File: config.mk
export PLATFORM = sky130hd
export DESIGN_NAME = calc_port_initiator
export DESIGN_NICKNAME = d
export VERILOG_FILES = /design/src/rtl/calc_port_initiator.sv
export SDC_FILE = /design/constraint.sdc
export NUM_CORES = 1
export LEC_CHECK = 0
export BUFFER_PORTS_ARGS = -buffer_cell sky130_fd_sc_hd__buf_2
export CAP_MARGIN = 20
export CORE_MARGIN = 3
export CORE_UTILIZATION = 52
export DETAILED_ROUTE_END_ITERATION = 7
export GPL_TIMING_DRIVEN = 0
export PLACE_DENSITY = 0.95
export SYNTH_ARGS = -nofsm -noshare
export SYNTH_HDL_FRONTEND = slang
export SYNTH_SLANG_ARGS = --single-unit
File: constraint.sdc
create_clock -name c_clk -period 3.6 [get_ports c_clk]
set_input_delay 0.18 -clock c_clk [delete_from_list [all_inputs] [get_ports c_clk]]
set_output_delay 0.18 -clock c_clk [all_outputs]
set_load 0.02 [all_outputs]
File: src/rtl/calc_port_initiator.sv
// Host-side initiator for one calc1 request/response port: serialises a command
// plus two operands onto the request bus and returns the response to the host.
module calc_port_initiator #(
  parameter int DATA_W  = 32,
  parameter int CMD_W   = 4,
  parameter int RESP_W  = 2,
  parameter int TIMEOUT = 64,
  parameter int LAT_W   = 8
) (
  input  logic              c_clk,
  input  logic              reset,
  input  logic              cmd_valid,
  output logic              cmd_ready,
  input  logic [CMD_W-1:0]  cmd_op,
  input  logic [DATA_W-1:0] cmd_data1,
  input  logic [DATA_W-1:0] cmd_data2,
  output logic [CMD_W-1:0]  req_cmd_out,
  output logic [DATA_W-1:0] req_data_out,
  input  logic [RESP_W-1:0] out_resp_in,
  input  logic [DATA_W-1:0] out_data_in,
  output logic              res_valid,
  input  logic              res_ready,
  output logic [RESP_W-1:0] res_resp,
  output logic [DATA_W-1:0] res_data,
  output logic              res_timeout,
  output logic [LAT_W-1:0]  res_latency,
  output logic              busy,
  output logic              err_unexpected
);

  localparam logic [DATA_W-1:0] DATA_ZERO   = {DATA_W{1'b0}};
  localparam logic [CMD_W-1:0]  CMD_ZERO    = {CMD_W{1'b0}};
  localparam logic [RESP_W-1:0] RESP_ZERO   = {RESP_W{1'b0}};
  localparam logic [LAT_W-1:0]  LAT_ZERO    = {LAT_W{1'b0}};
  localparam logic [LAT_W-1:0]  LAT_ONE     = {{(LAT_W-1){1'b0}}, 1'b1};
  localparam logic [LAT_W-1:0]  LAT_MAX     = {LAT_W{1'b1}};
  localparam logic [LAT_W-1:0]  LAT_TIMEOUT = LAT_W'(TIMEOUT);

  typedef enum logic [2:0] {
    S_IDLE      = 3'd0,
    S_SEND_OP1  = 3'd1,
    S_SEND_OP2  = 3'd2,
    S_WAIT_RESP = 3'd3,
    S_DONE      = 3'd4
  } state_t;

  state_t             state_q;
  logic [DATA_W-1:0]  op2_q;
  logic [LAT_W-1:0]   lat_q;
  logic [LAT_W-1:0]   lat_d;
  logic [CMD_W-1:0]   req_cmd_q;
  logic [DATA_W-1:0]  req_data_q;
  logic               res_valid_q;
  logic [RESP_W-1:0]  res_resp_q;
  logic [DATA_W-1:0]  res_data_q;
  logic               res_timeout_q;
  logic [LAT_W-1:0]   res_latency_q;
  logic               err_q;
  logic               resp_seen_s;

  // Saturating latency increment; the counter must never wrap back to zero.
  always_comb begin
    resp_seen_s = (out_resp_in != RESP_ZERO);
    if (lat_q == LAT_MAX) begin
      lat_d = lat_q;
    end else begin
      lat_d = lat_q + LAT_ONE;
    end
  end

  // Transaction FSM with registered request bus, result fields and error flag.
  always_ff @(posedge c_clk) begin
    if (!reset) begin
      state_q       <= S_IDLE;
      op2_q         <= DATA_ZERO;
      lat_q         <= LAT_ZERO;
      req_cmd_q     <= CMD_ZERO;
      req_data_q    <= DATA_ZERO;
      res_valid_q   <= 1'b0;
      res_resp_q    <= RESP_ZERO;
      res_data_q    <= DATA_ZERO;
      res_timeout_q <= 1'b0;
      res_latency_q <= LAT_ZERO;
      err_q         <= 1'b0;
    end else begin
      // Only WAIT_RESP may legitimately see a response; anything else is sticky error.
      if (resp_seen_s && (state_q != S_WAIT_RESP)) begin
        err_q <= 1'b1;
      end
      case (state_q)
        S_IDLE: begin
          if (cmd_valid) begin
            if (cmd_op != CMD_ZERO) begin
              req_cmd_q  <= cmd_op;
              req_data_q <= cmd_data1;
              op2_q      <= cmd_data2;
              state_q    <= S_SEND_OP1;
            end else begin
              res_valid_q   <= 1'b1;
              res_resp_q    <= RESP_ZERO;
              res_data_q    <= DATA_ZERO;
              res_timeout_q <= 1'b0;
              res_latency_q <= LAT_ZERO;
              state_q       <= S_DONE;
            end
          end
        end
        S_SEND_OP1: begin
          req_cmd_q  <= CMD_ZERO;
          req_data_q <= op2_q;
          state_q    <= S_SEND_OP2;
        end
        S_SEND_OP2: begin
          req_cmd_q  <= CMD_ZERO;
          req_data_q <= DATA_ZERO;
          lat_q      <= LAT_ONE;
          state_q    <= S_WAIT_RESP;
        end
        S_WAIT_RESP: begin
          // A response arriving on the timeout edge still wins.
          if (resp_seen_s) begin
            res_valid_q   <= 1'b1;
            res_resp_q    <= out_resp_in;
            res_data_q    <= out_data_in;
            res_timeout_q <= 1'b0;
            res_latency_q <= lat_q;
            state_q       <= S_DONE;
          end else if (lat_q == LAT_TIMEOUT) begin
            res_valid_q   <= 1'b1;
            res_resp_q    <= RESP_ZERO;
            res_data_q    <= DATA_ZERO;
            res_timeout_q <= 1'b1;
            res_latency_q <= LAT_TIMEOUT;
            state_q       <= S_DONE;
          end else begin
            lat_q <= lat_d;
          end
        end
        S_DONE: begin
          if (res_ready) begin
            res_valid_q <= 1'b0;
            state_q     <= S_IDLE;
          end
        end
        default: begin
          req_cmd_q   <= CMD_ZERO;
          req_data_q  <= DATA_ZERO;
          res_valid_q <= 1'b0;
          state_q     <= S_IDLE;
        end
      endcase
    end
  end

  assign cmd_ready      = (state_q == S_IDLE);
  assign busy           = (state_q != S_IDLE);
  assign req_cmd_out    = req_cmd_q;
  assign req_data_out   = req_data_q;
  assign res_valid      = res_valid_q;
  assign res_resp       = res_resp_q;
  assign res_data       = res_data_q;
  assign res_timeout    = res_timeout_q;
  assign res_latency    = res_latency_q;
  assign err_unexpected = err_q;

endmodule

==> impl_results.md, run 1 <==
* PwrDens at 566 nW/um2
* Worst Path Required at 3.42 ns
* Synthesized Nets at 653
* Port Buffers at 188
* 1st-iter DRT viols at 264
* Post-synthesis cell area at 4910 um2
* Buf/Inv on CP at 6
* Clock buffer depth at 2
* Reg2reg end: res_data[26]$_SDFFE_PN0P_
* DRC viols at 0
* Die Span Y at 103 um
* Part of the power in the clock network at 0.430
* GPL Wtd Cong at 0.806
* Initial Util at 0.549
* Cts bufs inserted at 17
* Antenna diodes at 0
* # rows at 34
* Total Wirelength at 16700 um
* Reg power frac at 0.376
* Vias in the first global route at 5409
* Status: completed
* Post-CTS Setup Repair Bufs at 0
* Max incr delay on CP at 0.35 ns
* First-pass GRT wire length at 25600 um
* Max cap viols at 0
* Drt pass-1 iters at 5
* Final net count at 930
* Setup Viol. Count Final at 0
* Antenna violations before repair at 0
* Crit path max fanout at 10
* Post-DR wirelength/cell at 17.7 um
* Hpwl dp at 10100 um
* CP Capture Point: cmd_ready
* Worst skew pair latency at 0.51 ns
* Seq cells post-synth at 124
* Min-delay src: cmd_data1[23]
* Net switching power at 0.00116 W
* Area growth from synthesis to layout at 48.9%
* Worst Reg-to-Reg Cells at 8
* Ys Warns at 0
* Clock transition at path regs at 0.06 ns
* H-tree depth at 4
* Worst slew pin tran at 0.599 ns
* Post-synth EDFFs at 0
* TritonCTS clock tree: yes
* All-Layer GR Usage at 0.310
* Worst Setup SP: state_q[1]$_SDFFE_PN0P_
* Worst relative slew slack at 0.596
* Worst vdd ir at 0.387 mV
* Final Hold Fails at 0
* Die footprint at 10600 um2
* FF-to-FF setup slack at 1.31 ns
* Post-Syn Area per Cell at 9.01 um2
* Non-filler cells in the finished layout at 943
* Largest net degree at the start of global routing at 17
* Grt ovf at 0
* Comb pwr share at 0.194
* Share of layout cells above drive strength 1 at 0.287
* Worst path slowest cell: or3_1
* Internal power at 0.00298 W
* Netlist cell types at 43
* Setup TNS at 0 ns
* Crit. End Element: primary output
* I/O pins at 189
* Clock root cell: clkbuf_8
* Cell count after synthesis at 545
* Unrepaired setup endpoints after global routing: false
* Critical Path Most Common Cell: buf_2
* Fin crit period at 2.44 ns
* Clock Skew at 0.00698 ns
* Post-synthesis sequential area ratio at 0.506
* Slew Limit Fails at 0
* Post-DRT Antenna Nets at 0
* Cell family with most CP delay: buffers and inverters
* Dominant synthesized flop cell: dfxtp_1
* Reg-to-Reg Start: state_q[0]$_SDFFE_PN0P_
* Async S/R FF share, synth at 0
* Die width at 103 um
* Max frequency at 410 MHz
* # resized after CTS at 0
* CP Launch Type: register
* WP data arrival at 2.26 ns
* Post-DR vias/cell at 5.64
* Final Cycle Share at 0.677
* Vias post-DR at 5322
* HP Class: input port to register
* Crit Path Class: register to primary output
* Worst path depth at 7
* Clk sinks at 124
* Critical path cell sequence: buf_2, or3_1, buf_2, inv_2, buf_2, buf_2, buf_2
* Placed Cells at 841
* Sw frac at 0.280
* CORE AREA at 8930 um2
* Leak at 3.25 nW
-- metrics by stage --
stage	utilization	setup WS [ns]	hold slack, ns	area, um2	total power, W
floorplan	-	1.59	0.305	4910	0.00203
global placement	0.670	1.46	0.397	5980	0.00226
detailed placement	0.670	1.39	0.397	5980	0.00229
CTS	0.818	1.18	0.0505	7310	0.00412
global route	0.818	1.09	0.0639	7310	0.00429
finish	0.818	1.16	0.0581	7310	0.00414
-- how the worst min path moves through the flow --
stage	endpoint	slack, ns	cells past startpoint
6_report	req_data_out[23]$_SDFFE_PN0P_	0.06	4
5_1_grt	req_data_out[29]$_SDFFE_PN0P_	0.06	4
4_1_cts	req_data_out[23]$_SDFFE_PN0P_	0.05	4
3_5_place_dp	res_data[23]$_SDFFE_PN0P_	0.40	2
3_3_place_gp	res_data[29]$_SDFFE_PN0P_	0.40	2
2_1_floorplan	res_data[21]$_SDFFE_PN0P_	0.31	1
-- logic make-up after synthesis --
logic type	share of synthesized area
compound gates	0.258
xor+xnor	0.00178
fa+ha+maj	0.00510
buf+inv	0.0492
flops	0.506
simple gates	0.180
-- Yosys cell counts, drive strengths merged, types with 5 or more instances --
master	instances	area [um2]
a21boi	33	248
a21oi	5	28.8
a22o	71	622
and3	5	31.3
buf	13	83.8
clkbuf	36	135
dfxtp	124	2480
inv	6	22.5
nand2	105	394
nand3	47	235
nor2	11	41.3
o21ai	47	235
-- area by class of cell --
type | count | area [um2]
Sequential cell | 124 | 2480
Multi-Input combinational cell | 366 | 2180
Timing Repair Buffer | 258 | 1640
Fill cell | 514 | 1620
Clock buffer | 21 | 459
Buffer | 49 | 219
Clock inverter | 11 | 165
Tap cell | 108 | 135
Inverter | 6 | 22.5
-- flip-flops by register name, summed over array words and instances (netlist names) --
signal	flops
op2_q	32
err_unexpected	1
res_latency	8
res_timeout	1
req_cmd_out	4
res_valid	1
lat_q	8
state_q	3
res_resp	2
res_data	32
req_data_out	32
-- cell usage in the layout (no fill, tap or decap), types with 3 or more instances in the layout --
cell type,synthesis,layout
a21boi_0,33,33
clkbuf_16,0,16
o21ai_0,47,47
buf_2,10,198
and3_1,5,5
clkinv_2,0,3
inv_1,5,5
clkbuf_1,36,37
a32o_1,4,4
dfxtp_1,124,124
nor2_1,11,11
clkinvlp_4,0,4
nand2_1,105,105
nor4_1,3,3
and3b_1,4,4
dlygate4sd3_1,0,70
buf_6,3,3
nand3_1,47,47
bufinv_16,0,4
a21oi_1,4,4
clkbuf_8,0,4
a22o_1,71,71
-- worst register-to-register path, stage by stage, from the launching register on --
cell and delay [ns]:
dfxtp_1 0.34, buf_2 0.22, nand3b_1 0.30, a211oi_2 0.56, nor3_4 0.13, nor2b_2 0.19, buf_6 0.16, buf_6 0.15
a22o_1 0.17
-- routing by layer --
layer	share of wire	global-route usage	vias to the layer above
met5	0	0	-
met4	0.027	0.138	0
met3	0.084	0.0968	51
met2	0.50	0.564	296
met1	0.39	0.326	2476
li1	-	-	2499
-- timing repair --
| item | CTS | global route |
|---|---|---|
| hold endpoints to repair | 70 | 0 |
| hold buffers | 70 | 0 |
| setup endpoints to repair | 0 | 0 |
-- power by group through the flow --
stage | logic, W | clock network (W) | registers [W]
detailed placement | 0.000717 | 0 | 0.00157
finish | 0.000803 | 0.00178 | 0.00155
global route | 0.000870 | 0.00186 | 0.00156
CTS | 0.000781 | 0.00179 | 0.00155
global placement | 0.000692 | 0 | 0.00157
floorplan | 0.000382 | 0 | 0.00165
(Power assumes the default switching activity.)
==> run 2: changes to the inputs <==
ABC_AREA = 1   (was default)
CORE_UTILIZATION = 45   (was 52)
PLACE_DENSITY = 0.88   (was 0.95)
clock period = 2.05 ns   (was 3.6 ns; I/O delays follow)
==> run 2 against run 1 <==
- the flow now finishes with violations (negative hold slack)
- sequential cell count unchanged
- synthesized cell count up 31%
- utilization shrank 14 points
- via count grew 16%
- clock-buffer cell count decreased by 2
- critical endpoint is now op2_q[20]$_SDFFE_PN0P_
- largest power group is now registers
==> impl_results.md, run 2 <==
* CP Launch Type: register
* Critical path cell sequence: buf_4, nor2_4, nand2_2, inv_2, nand2_1, nor2_2, inv_2, buf_2, o21ai_0, a21oi_1
* Die width at 113 um (+9.7%)
* Max frequency at 544 MHz
* Synth top cells by count: 161 x nand2_1, 124 x dfxtp_1, 94 x o21ai_0, 85 x a21oi_1, 73 x nor2_1
* Unrepaired setup endpoints after global routing: false
* Clk sinks at 124 (unchanged)
* Post-DRT Antenna Nets at 0 (unchanged)
* Most common cell after layout, fill and taps aside: buf_2
* Die Span Y at 113 um (+9.7%)
* Setup Viol. Count Final at 0 (unchanged)
* Worst Reg-to-Reg Cells at 10 (+2)
* TritonCTS clock tree: yes
* Sw frac at 0.376 (+0.0964)
* Clock buffer depth at 2 (unchanged)
* Internal power at 0.00545 W (+83%)
* Clock Skew at 0.00683 ns (-0.000146 ns)
* # fillers at 866 (+68%)
* Clock transition at path regs at 0.06 ns (about the same)
* Post-synthesis sequential area ratio at 0.480 (-0.0257)
* Global Route met1 Usage at 0.305 (-0.0212)
* Total Wirelength at 18100 um (+7.9%)
* Post-CTS Setup Repair Bufs at 0 (unchanged)
* Worst path slowest cell: dfxtp_1
* Share of layout cells above drive strength 1 at 0.253 (-0.0344)
* Top cell type's share of synthesized area at 0.480 (-0.0257)
* Count leader, synth: nand2_1
* Worst Path Required at 2.32 ns (-1.10 ns)
* Post-synth EDFFs at 0 (unchanged)
* Most Crowded Layer GR: met2
* Final net count at 1093 (+18%)
* PwrDens at 1170 nW/um2 (+110%)
* Final Hold Fails at 1 (+1)
* Ys Warns at 0 (unchanged)
* Footprint of the multi-input gates at 2250 um2 (+3.0%)
* Worst relative slew slack at 0.657 (+0.0615)
* Cell taking the most area after synthesis: dfxtp_1
* All-Layer GR Usage at 0.278 (-0.0318)
* Crit Path Class: register to register
* Reg power frac at 0.356 (-0.020)
* Netlist cell types at 25 (-42%)
* Post-Syn Area per Cell at 7.24 um2 (-20%)
* Post-DR vias/cell at 5.41 (-4.1%)
* Fin crit period at 1.84 ns
* Grt ovf at 0 (unchanged)
* Met2 Use GR at 0.481 (-0.0824)
* Vias post-DR at 6154 (+16%)
* Worst vdd ir at 0.828 mV (+110%)
* Total power at 0.00874 W (+110%)
* Area growth from synthesis to layout at 44.2%
* Post-synthesis cell area at 5170 um2 (+5.4%)
* Failing checks: negative hold slack
* Drt pass-1 iters at 5 (unchanged)
* Crit path max fanout at 10 (unchanged)
* Worst skew pair latency at 0.41 ns (-0.10 ns)
* Part of the power in the clock network at 0.308 (-0.122)
* Async S/R FF share, synth at 0 (unchanged)
* Cell family with most CP delay: buffers and inverters
* DRC viols at 0 (unchanged)
* Antenna violations before repair at 1 (+1)
* Worst path depth at 10 (+3)
* Initial Util at 0.469 (-0.0806)
* Crit. End Element: register
* # rows at 38 (+12%)
* Setup TNS at 0 ns (unchanged)
* Area contributors post-synth: dfxtp_1 48%, nand2_1 12%, o21ai_0 9.1%
* Max cap viols at 0 (unchanged)
* Final core utilization at 0.676 (-0.142)
* First-pass GRT wire length at 28800 um (+13%)
* Clock root cell: clkbuf_16
* Buf/Inv on CP at 4 (-2)
* Status: finished, violations left
* Synthesized Nets at 822 (+26%)
* Net switching power at 0.00329 W (+180%)
* Seq cells post-synth at 124 (unchanged)
* H-tree depth at 4 (unchanged)
* Met3 usage at 0.0679 (-0.0288)
* Port Buffers at 188 (unchanged)
* Most frequent cells in the layout: 199 x buf_2, 161 x nand2_1, 124 x dfxtp_1
* WP data arrival at 2.11 ns (-0.15 ns)
* Worst slew pin tran at 0.514 ns (-0.0844 ns)
* Dominant synthesized flop cell: dfxtp_1
* Hold depth at 3 (-1)
* 1st-iter DRT viols at 559 (+110%)
* Cell count after synthesis at 714 (+31%)
* Die footprint at 12800 um2 (+20%)
* Register cell area after layout at 2480 um2 (unchanged)
* Largest net degree at the start of global routing at 17 (unchanged)
* Cts bufs inserted at 17 (unchanged)
* Max incr delay on CP at 0.30 ns (-0.05 ns)
* GPL Wtd Cong at 0.931 (+16%)
* Comb pwr share at 0.336 (+0.142)
* Worst hold slack at -0.0201 ns (-0.0783 ns)
* HP Class: input port to register
* Slew Limit Fails at 0 (unchanged)
* Leak at 3.37 nW (+3.6%)
* Hpwl dp at 11300 um (+12%)
* CORE AREA at 11000 um2 (+23%)
* I/O pins at 189 (unchanged)
* Final Cycle Share at 0.896
* Post-DR wirelength/cell at 15.9 um (-10%)
* Critical Path Most Common Cell: inv_2
* Vias in the first global route at 6125 (+13%)
-- run 2: power groups by stage --
stage               logic (W)  clock network, W  registers [W]
floorplan             0.00155                 0        0.00344
global placement      0.00270                 0        0.00312
detailed placement    0.00275                 0        0.00313
CTS                   0.00287           0.00270        0.00309
global route          0.00323           0.00281        0.00315
finish                0.00294           0.00270        0.00311
-- run 2: worst reg2reg max path: stages (launching register included) --
cell	delay [ns]
dfxtp_1	0.30
buf_4	0.17
nor2_4	0.12
nand2_2	0.10
inv_2	0.09
nand2_1	0.07
nor2_2	0.20
inv_2	0.11
buf_2	0.20
o21ai_0	0.25
a21oi_1	0.09
-- run 2: cell type report --
class,count,share of cell area
Sequential cell,124,0.333
Multi-Input combinational cell,491,0.302
Timing Repair Buffer,252,0.212
Clock buffer,19,0.0607
Buffer,45,0.0317
Inverter,54,0.0272
Tap cell,140,0.0235
Clock inverter,11,0.00973
Antenna cell,1,0.000336
-- run 2: through the flow --
stage / setup slack, ns / instances / area (um2)
floorplan: 0.519 / 714 / 5170
global placement: 0.329 / 1042 / 6290
detailed placement: 0.322 / 1042 / 6290
CTS: 0.276 / 1136 / 7450
global route: 0.0711 / 1136 / 7450
finish: 0.213 / 1137 / 7460
-- run 2: cell families after synthesis --
group	Yosys count	share of synthesized area
flops	124	0.480
buf+inv	99	0.0849
simple gates	304	0.248
fa+ha+maj	2	0.00484
compound gates	185	0.182
-- run 2: final timing paths --
kind                      startpoint                      to  slack, ns
max          state_q[0]$_SDFFE_PN0P_  op2_q[20]$_SDFFE_PN0P_       0.21
min                     cmd_data2[9]   op2_q[9]$_SDFFE_PN0P_      -0.02
max reg2reg  state_q[0]$_SDFFE_PN0P_  op2_q[20]$_SDFFE_PN0P_       0.21
min reg2reg    op2_q[4]$_SDFFE_PN0P_   op2_q[4]$_SDFFE_PN0P_       0.45
-- run 2: timing repair --
item,in CTS,in global routing
resized for setup,0,0
hold endpoints to repair,64,0
endpoints found under the setup margin,0,0
hold buffers,64,0
-- run 2: per-layer routing --
| metal | vias up | wire length [um] | share of wire |
|---|---|---|---|
| li1 | 2878 | - | - |
| met1 | 2826 | 6620 | 0.37 |
| met2 | 352 | 9200 | 0.51 |
| met3 | 96 | 1320 | 0.073 |
| met4 | 2 | 907 | 0.050 |
| met5 | - | 13 | 0.00072 |
